### src/rtl/div_pkg.sv
// Shared types and constants for the sequential divider.
package div_pkg;

  localparam int DIV_W = 32;
  localparam int CNT_W = 5;
  localparam logic [CNT_W-1:0] CNT_MAX = 5'd31;

  localparam logic [2:0] ALU_SDIV = 3'b101;
  localparam logic [2:0] ALU_UDIV = 3'b111;

  typedef enum logic [1:0] {
    S_IDLE = 2'd0,
    S_ITER = 2'd1,
    S_FIX  = 2'd2,
    S_DONE = 2'd3
  } div_state_e;

  function automatic logic [DIV_W-1:0] neg_w(input logic [DIV_W-1:0] v);
    return ~v + DIV_W'(1);
  endfunction

endpackage

### src/rtl/div_step.sv
// One restoring shift-subtract step of a 32-bit unsigned divide.
module div_step
  import div_pkg::*;
(
  input  logic [DIV_W-1:0] rem_in,
  input  logic             dvd_bit,
  input  logic [DIV_W-1:0] divisor,
  output logic [DIV_W-1:0] rem_out,
  output logic             q_bit
);

  logic [DIV_W:0] shifted;
  logic [DIV_W:0] diff;

  // rem_in < divisor, so a set top bit of diff means the subtraction borrowed.
  always_comb begin
    shifted = {rem_in, dvd_bit};
    diff    = shifted - {1'b0, divisor};
    q_bit   = ~diff[DIV_W];
    rem_out = q_bit ? diff[DIV_W-1:0] : shifted[DIV_W-1:0];
  end

endmodule

### src/rtl/div_seq.sv
// Multi-cycle signed/unsigned 32-bit divider: IDLE -> ITER (32 steps) -> FIX -> DONE.
module div_seq
  import div_pkg::*;
(
  input  logic             clk,
  input  logic             reset_n,
  input  logic             start,
  input  logic [2:0]       ALUControl,
  input  logic [DIV_W-1:0] a,
  input  logic [DIV_W-1:0] b,
  input  logic             flush,
  output logic             stall,
  output logic             busy,
  output logic             done,
  output logic [DIV_W-1:0] quotient,
  output logic [DIV_W-1:0] remainder,
  output logic [3:0]       DivFlags,
  output div_state_e       dbg_state
);

  div_state_e       state_q, state_d;
  logic [CNT_W-1:0] cnt_q, cnt_d;
  logic [DIV_W-1:0] dvd_q, dvd_d;
  logic [DIV_W-1:0] rem_q, rem_d;
  logic [DIV_W-1:0] dvs_q, dvs_d;
  logic             neg_q_q, neg_q_d;
  logic             neg_r_q, neg_r_d;
  logic [DIV_W-1:0] quotient_q, quotient_d;
  logic [DIV_W-1:0] remainder_q, remainder_d;

  logic             is_div, is_signed, accept;
  logic [DIV_W-1:0] step_rem;
  logic             step_q;

  div_step u_step (
    .rem_in  (rem_q),
    .dvd_bit (dvd_q[DIV_W-1]),
    .divisor (dvs_q),
    .rem_out (step_rem),
    .q_bit   (step_q)
  );

  // Handshake: a request is taken in the cycle start=1 with a divide op while
  // IDLE and not flushed; stall rises in that same cycle. There is no queuing.
  always_comb begin
    is_div    = (ALUControl == ALU_SDIV) || (ALUControl == ALU_UDIV);
    is_signed = (ALUControl == ALU_SDIV);
    accept    = (state_q == S_IDLE) && start && is_div && !flush;

    state_d     = state_q;
    cnt_d       = cnt_q;
    dvd_d       = dvd_q;
    rem_d       = rem_q;
    dvs_d       = dvs_q;
    neg_q_d     = neg_q_q;
    neg_r_d     = neg_r_q;
    quotient_d  = quotient_q;
    remainder_d = remainder_q;

    case (state_q)
      S_IDLE: begin
        if (accept) begin
          if (b == '0) begin
            state_d     = S_DONE;
            quotient_d  = '0;
            remainder_d = '0;
          end else begin
            state_d = S_ITER;
            dvd_d   = (is_signed && a[DIV_W-1]) ? neg_w(a) : a;
            dvs_d   = (is_signed && b[DIV_W-1]) ? neg_w(b) : b;
            rem_d   = '0;
            neg_q_d = is_signed && (a[DIV_W-1] ^ b[DIV_W-1]);
            neg_r_d = is_signed && a[DIV_W-1];
            cnt_d   = CNT_MAX;
          end
        end
      end
      S_ITER: begin
        // Dividend shifts out the top while quotient bits shift in at the bottom.
        rem_d = step_rem;
        dvd_d = {dvd_q[DIV_W-2:0], step_q};
        if (cnt_q == '0) begin
          state_d = S_FIX;
        end else begin
          cnt_d = cnt_q - 5'd1;
        end
      end
      S_FIX: begin
        state_d     = S_DONE;
        quotient_d  = neg_q_q ? neg_w(dvd_q) : dvd_q;
        remainder_d = neg_r_q ? neg_w(rem_q) : rem_q;
      end
      S_DONE: begin
        state_d = S_IDLE;
      end
      default: begin
        state_d = S_IDLE;
      end
    endcase

    if (flush) begin
      state_d     = S_IDLE;
      quotient_d  = quotient_q;
      remainder_d = remainder_q;
    end
  end

  always_ff @(posedge clk or negedge reset_n) begin
    if (!reset_n) begin
      state_q     <= S_IDLE;
      cnt_q       <= '0;
      dvd_q       <= '0;
      rem_q       <= '0;
      dvs_q       <= '0;
      neg_q_q     <= 1'b0;
      neg_r_q     <= 1'b0;
      quotient_q  <= '0;
      remainder_q <= '0;
    end else begin
      state_q     <= state_d;
      cnt_q       <= cnt_d;
      dvd_q       <= dvd_d;
      rem_q       <= rem_d;
      dvs_q       <= dvs_d;
      neg_q_q     <= neg_q_d;
      neg_r_q     <= neg_r_d;
      quotient_q  <= quotient_d;
      remainder_q <= remainder_d;
    end
  end

  always_comb begin
    busy      = (state_q == S_ITER) || (state_q == S_FIX);
    done      = (state_q == S_DONE);
    stall     = busy || accept;
    quotient  = quotient_q;
    remainder = remainder_q;
    DivFlags  = {quotient_q[DIV_W-1], (quotient_q == '0), 1'b0, 1'b0};
    dbg_state = state_q;
  end

endmodule

### config.mk
export PLATFORM = sky130hd
export DESIGN_NAME = div_seq
export DESIGN_NICKNAME = d
export VERILOG_FILES = /design/src/rtl/div_pkg.sv /design/src/rtl/div_step.sv /design/src/rtl/div_seq.sv
export SDC_FILE = /design/constraint.sdc
export NUM_CORES = 1
export LEC_CHECK = 0
export CAP_MARGIN = 25
export CORE_ASPECT_RATIO = 1.4
export CORE_MARGIN = 3
export CORE_UTILIZATION = 51
export DETAILED_ROUTE_END_ITERATION = 16
export PLACE_DENSITY = 0.77
export SYNTH_ARGS = -nofsm -noshare
export SYNTH_HDL_FRONTEND = slang
export SYNTH_SLANG_ARGS = --single-unit
### constraint.sdc
create_clock -name clk -period 2.9 [get_ports clk]
set_input_delay 0.29 -clock clk [delete_from_list [all_inputs] [get_ports clk]]
set_output_delay 0.29 -clock clk [all_outputs]
set_load 0.02 [all_outputs]
* Word-level counts from Yosys, hierarchy flattened
Index checks and enable logic that the tools add are counted.
** Word-level totals
- Output and inout bits :: 73
- Flip-flop bits (word level) :: 169
** Operators by class
- Bitwise gates (word level) :: 8
- Multiplexer cells :: 24
- Equal/unequal tests :: 11
- Add/sub/neg operators :: 6
- Reduce and logical (&&, ||, !) cells :: 21
** Operators with widths (count)
- $mux 32 :: 11
- $pmux 32 s2 :: 4
- $add 32x1->32 const B :: 4
- $not 32->32 :: 4
- $logic_not 32->1 :: 2
- $sub 33x32->33 :: 1
- $mux 5 :: 3
- $pmux 5 s2 :: 1
- $mux 2 :: 4
- $pmux 2 s4 :: 1
- $reduce_and 4->1 :: 2
- $eq 3x3->1 const B :: 2
- $logic_and 1x1->1 :: 6
- $ne 2x2->1 const B :: 3
- $ne 3x3->1 const B :: 2
- $reduce_and 3->1 :: 2
- $logic_not 5->1 :: 1
- $sub 5x1->5 const B :: 1
- $eq 2x2->1 const B :: 2
- $reduce_bool 2->1 :: 2
- $logic_or 1x1->1 :: 3
- $not 1->1 :: 3
- $eq 2x1->1 const B :: 1
- $logic_not 2->1 :: 1
- other kinds (4) :: 4

* Logic depth before layout (Yosys ltp)
Gate-level depths: netlist (run 1).
- Depth after elaboration :: 7
- Mapped depth :: 14

* By module
Synthesis (run 1) repeated with hierarchy kept, for this count alone.
** Second synthesis, totals
- Cell total of the unflattened synthesis :: 1402
- Area, all modules :: 12050.3 um^2
** Modules (own cells, without submodules)
- div_seq :: times used 1, cells an instance 1097, area an instance 9691.8 um^2
- div_step :: times used 1, cells an instance 305, area an instance 2358.5 um^2

* Worst setup path before layout (run 1)
Ideal clock, no wire load.
- Path kind :: reg-to-reg
- From :: register dvd_q[31]
- To :: register rem_q[12]
- Cell stages (with the launch flop) :: 15
- Data arrival time :: 2.883 ns
- Slack :: -0.111 ns
- Clock period less this slack :: 3.011 ns
- Setup time :: 0.127 ns
- Data required time :: 2.773 ns
- Cells stage by stage :: dfrtp_1 -> inv_1 -> ha_1 -> fa_1 -> nor2b_1 -> o2111ai_1 -> a31oi_1 -> o41ai_2 -> a211oi_1 -> o31ai_2 -> nor2_2 -> buf_4 -> buf_4 -> mux2i_1 -> o21ai_0
** Between the ends
- Word-level cells in the longest chain between the ends :: 3
** Ends and longest elaborated chain
- start, declared :: line div_seq.sv:23 : logic [DIV_W-1:0] dvd_q, dvd_d;
- start signal, assigned :: line div_seq.sv:122 : dvd_q <= dvd_d;
- $sub 33x32->33 :: line div_step.sv:18 : diff = shifted - {1'b0, divisor};
- $mux 32 :: line div_step.sv:20 : rem_out = q_bit ? diff[DIV_W-1:0] : shifted[DIV_W-1:0];
- $pmux 32 s2 :: line div_seq.sv:60 : case (state_q)
- end signal, assigned :: line div_seq.sv:123 : rem_q <= rem_d;
- end, declared :: line div_seq.sv:24 : logic [DIV_W-1:0] rem_q, rem_d;
No other way between the ends.
A chain may end at the register's enable or synchronous reset.

* Worst setup path after layout (run 1)
- From :: register rem_q[0]
- To :: register rem_q[0]
** Between the ends
- Word-level cells in the longest chain between the ends :: 3
** Ends and longest elaborated chain (line)
- $sub 33x32->33 :: div_step.sv:18
- $mux 32 :: div_step.sv:20
- $pmux 32 s2 :: div_seq.sv:60
No other way between the ends.

==> out/summary.md, run 1 <==
• **final worst-path cycle share** 106%
• **DRC violation count after routing** 0
• **final worst hold slack** 297 ps
• **starting utilization of the core area** 52.0%
• **Worst Path Arrival** 3390 ps
• **Synth Cell Area** 0.0114 mm²
• **Num Clock Sinks** 169
• **count leader, synth** nand2_1
• **Slew headroom** 30.8%
• **final sum of negative setup slack** -2530 ps
• **total global routing track utilization** 26.0%
• **leak pwr** 6.66 nW
• **delay of the slowest cell on the worst path** 420 ps
• **clock network fraction of total power** 19.3%
• **Synth Area in XOR/XNOR** 10.8%
• **final hold violation count** 0
• **CP Data Required Time** 3220 ps
• **count of synthesis-stage warnings from yosys** 0
• **simple-gate portion of the synthesized area** 18.2%
• **transition at the pin with the smallest max-transition slack** 1040 ps
• **setup repair after global routing missed its margin** true
• **EDFF count, synth** 0
• **slack of the worst reg-to-reg path** -180 ps
• **leading area contributor after synthesis** dfrtp_1
• **Synth Area in Adders** 4.89%
• **sequential fraction of the synthesis area** 37.0%
• **area share of the leading cell type in the synthesized netlist** 37.0%
• **vias in the first global route** 10,700
• **ordered list of cells on the worst path** inv_2 -> buf_6 -> fa_2 -> nor2b_4 -> o2111ai_4 -> a31oi_4 -> o41ai_4 -> a211oi_4 -> o211a_1 -> nor2_4 -> buf_12 -> buf_4 -> mux2i_1 -> a22o_1
• **count of final max-slew check failures** 0
• **IO Count** 144
• **layout cells sized above 1** 16.5%
• **clk buf depth** 2
• **area enclosed by the die boundary** 0.0242 mm²
• **post-synthesis area per instance** 8.44 µm²
• **DP Wirelength** 23.5 mm
• **final critical-path setup slack** -177 ps
• **diodes inserted** 0
• **proportion of synthesized flip-flops having asynchronous set or reset** 100%
• **Crit. Startpoint** rem_q[0]
• **sort of element at the start of the critical path** flip-flop
• **number of antenna violations at the first check in global routing** 0
• **largest driver fanout on the critical path** 12
• **crit path time final** 3080 ps
• **biggest area contributors in the synthesized netlist** dfrtp_1, xor2_1, nand2_1
• **# rows** 64
• **CP endpoint kind** flip-flop
• **horizontal die dimension** 132 µm
• **synthesized flop and latch total** 169
• **global-route wire length before repair** 51.7 mm
• **Switching Fraction** 40.2%
• **CP max stage cell** fa_2
• **Combinational Power Share** 48.7%
• **Main synth FF type** dfrtp_1
• **detailed-route wire length per cell** 16.7 µm
• **count of unique library cells instantiated by Yosys** 68
• **dominant combinational cell family by area after synthesis** compound AO/OA/AOI/OAI gates
• **Clk Tree Root Cell** clkbuf_16
• **number of buffers created by CTS** 17
• **pin count of the biggest net entering global routing** 109
• **Detailed Route WL** 32.1 mm
• **Starting DRT DRC Count** 802
• **Commonest cells post-synth** nand2_1, dfrtp_1, o21ai_0
• **clock latency at the later pin of the worst-skew pair** 430 ps
• **FF-to-FF path depth** 14
• **Power Dens Cells** 795 mW/mm²
• **count of input and output buffers** 141
• **capturing instance or port of the critical path** rem_q[0]
• **Placed Instances** 1,870
• **Setup Viol. Count Final** 33
• **capture point of the worst reg-to-reg path** rem_q[0]
• **DR vias/cell** 5.73
• **setup skew after layout** 8.62 ps
• **Layout area overhead** 33.4%
• **critical setup path kind** flip-flop to flip-flop
• **power dissipated by switching net loads** 4.86 mW
• **Crit Reg-Reg Startpoint** rem_q[0]
• **Max-cap violations** 0
• **TritonCTS clock tree** done
• **maximum frequency from static timing analysis** 0.325 GHz
• **multiplexer fraction of the synthesized cell area** 2.63%
• **number of standard cells after synthesis** 1,353
• **via count of the routed design** 11,000
• **violations in the final reports** negative setup slack
• **Final Util** 69.4%
• **worst setup slack after placement** -407 ps
• **non-filler instance count after layout** 1,920
• **outcome** finished, violations left
• **number of levels in the clock H-tree** 4
• **number of iterations in the first detailed-routing pass** 5
• **clock slew seen by the registers of the worst setup and hold paths** 60 ps
• **standard cell core area** 0.0219 mm²
• **global route overflow** 0
• **number of nets still failing antenna checks after routing** 0
• **vertical extent of the die** 183 µm
• **total number of nets in the final design** 1,725
• **Internal Power** 7.24 mW
• **maximum vdd drop** 0.505 mV
• **sequential fraction of design power** 31.9%
• **fraction of the mapped netlist area in compound gates** 21.6%
• **Final Wtd Congestion** 0.917
• **type of the worst min-delay path** input pin to async pin
[worst min-delay path by stage]
stage	from	endpoint	slack, ps	cells past startpoint
after detailed placement	reset_n	quotient[3]	190	1
after CTS	reset_n	quotient[5]	300	2
after global placement	reset_n	quotient[2]	190	1
after floorplan	reset_n	cnt_q[0]	-6	0
final	reset_n	quotient[3]	300	2
after global routing	reset_n	quotient[5]	320	2
[cells by family (layout without fill, tap and decap cells)]
family                     count (synthesis)  count (layout)
adders and majority gates                 44              44
muxes                                     30              30
AOI/OAI and AO/OA                        402             402
DFF                                      169             169
xor gates and xnor gates                 141             141
and+or+nand+nor                          439             439
other                                      1               2
buffers and inverters                    127             396
[metal layers]
metal / vias to the layer above / GRT usage (%) / wire, µm / part of all wire (%)
met5: - / 0 / 0 / 0
met1: 5290 / 29.2 / 12200 / 38
met4: 0 / 10.6 / 945 / 2.9
li1: 5307 / - / - / -
met3: 73 / 3.62 / 1450 / 4.5
met2: 324 / 49.2 / 17500 / 55
[metrics by stage]
step / total power, mW / cell area (µm²)
CTS: 11.9 / 15000
global placement: 9.12 / 14100
detailed placement: 9.35 / 14100
global route: 12.9 / 15200
finish: 12.1 / 15200
floorplan: 7.05 / 11400
[layout by cell type, fill, tap and decap left out, types with 16 or more instances in the layout]
cell             synthesis  layout
a21oi_1                 99      93
buf_4                   11     144
clkbuf_16                0      18
clkdlybuf4s50_1          0     140
dfrtp_1                169     169
ha_1                    43      39
inv_1                   55      53
mux2i_1                 30      30
nand2_1                202     200
nor2_1                  93      93
nor3_1                  17      16
o21ai_0                142     119
o21ai_1                 12      33
o31ai_1                 60      60
xnor2_1                 51      51
xor2_1                  90      90
[sequential cells by signal, indices dropped and copies added (netlist names)]
name	count
dvd_q	32
dvs_q	32
cnt_q	5
quotient	32
remainder	32
neg_q_q	1
neg_r_q	1
rem_q	32
dbg_state	2
[timing repair]
| action | 4_1_cts | 5_1_grt |
|---|---|---|
| endpoints found under the setup margin | 37 | 46 |
| hold buffers | 1 | 0 |
| resized for setup | 42 | 44 |
| pin swaps | 9 | 14 |
| buffers inserted | 6 | 12 |
| gates cloned | 0 | 1 |
| endpoints found under the hold margin | 31 | 0 |
[worst max-delay path, delay by kind of cell (launching register included)]
family	cells	cell delay, ps
AO/OA/AOI/OAI	6	1320
flip-flops	1	390
buffers and inverters	4	460
adder cells (fa/ha/maj)	1	420
multiplexers	1	120
AND/OR/NAND/NOR	2	230
[power by group through the flow]
stage          Clock (mW)  Sequential, mW  Combinational, mW
4_1_cts              2.37            3.85               5.71
5_1_grt              2.46            3.98               6.40
6_report             2.34            3.86               5.90
3_5_place_dp            0            3.87               5.47
3_3_place_gp            0            3.83               5.29
2_1_floorplan           0            4.11               2.95
[area by class of cell]
| class | count | area (µm²) |
|---|---|---|
| multi-input combinational | 1058 | 6950 |
| fill | 1748 | 6710 |
| sequential | 169 | 4230 |
| timing repair buffer | 308 | 2860 |
| clock buffer | 22 | 464 |
| tap | 297 | 372 |
| inverter | 56 | 210 |
| clock inverter | 10 | 144 |
Note: power is estimated with default switching activity, not from simulation.
==> inputs of run 2 (changes only) <==
CAP_MARGIN = default   (was 25)
==> results of run 2 <==
Same layout as run 1: the final DEF is identical, and so are final timing and power.
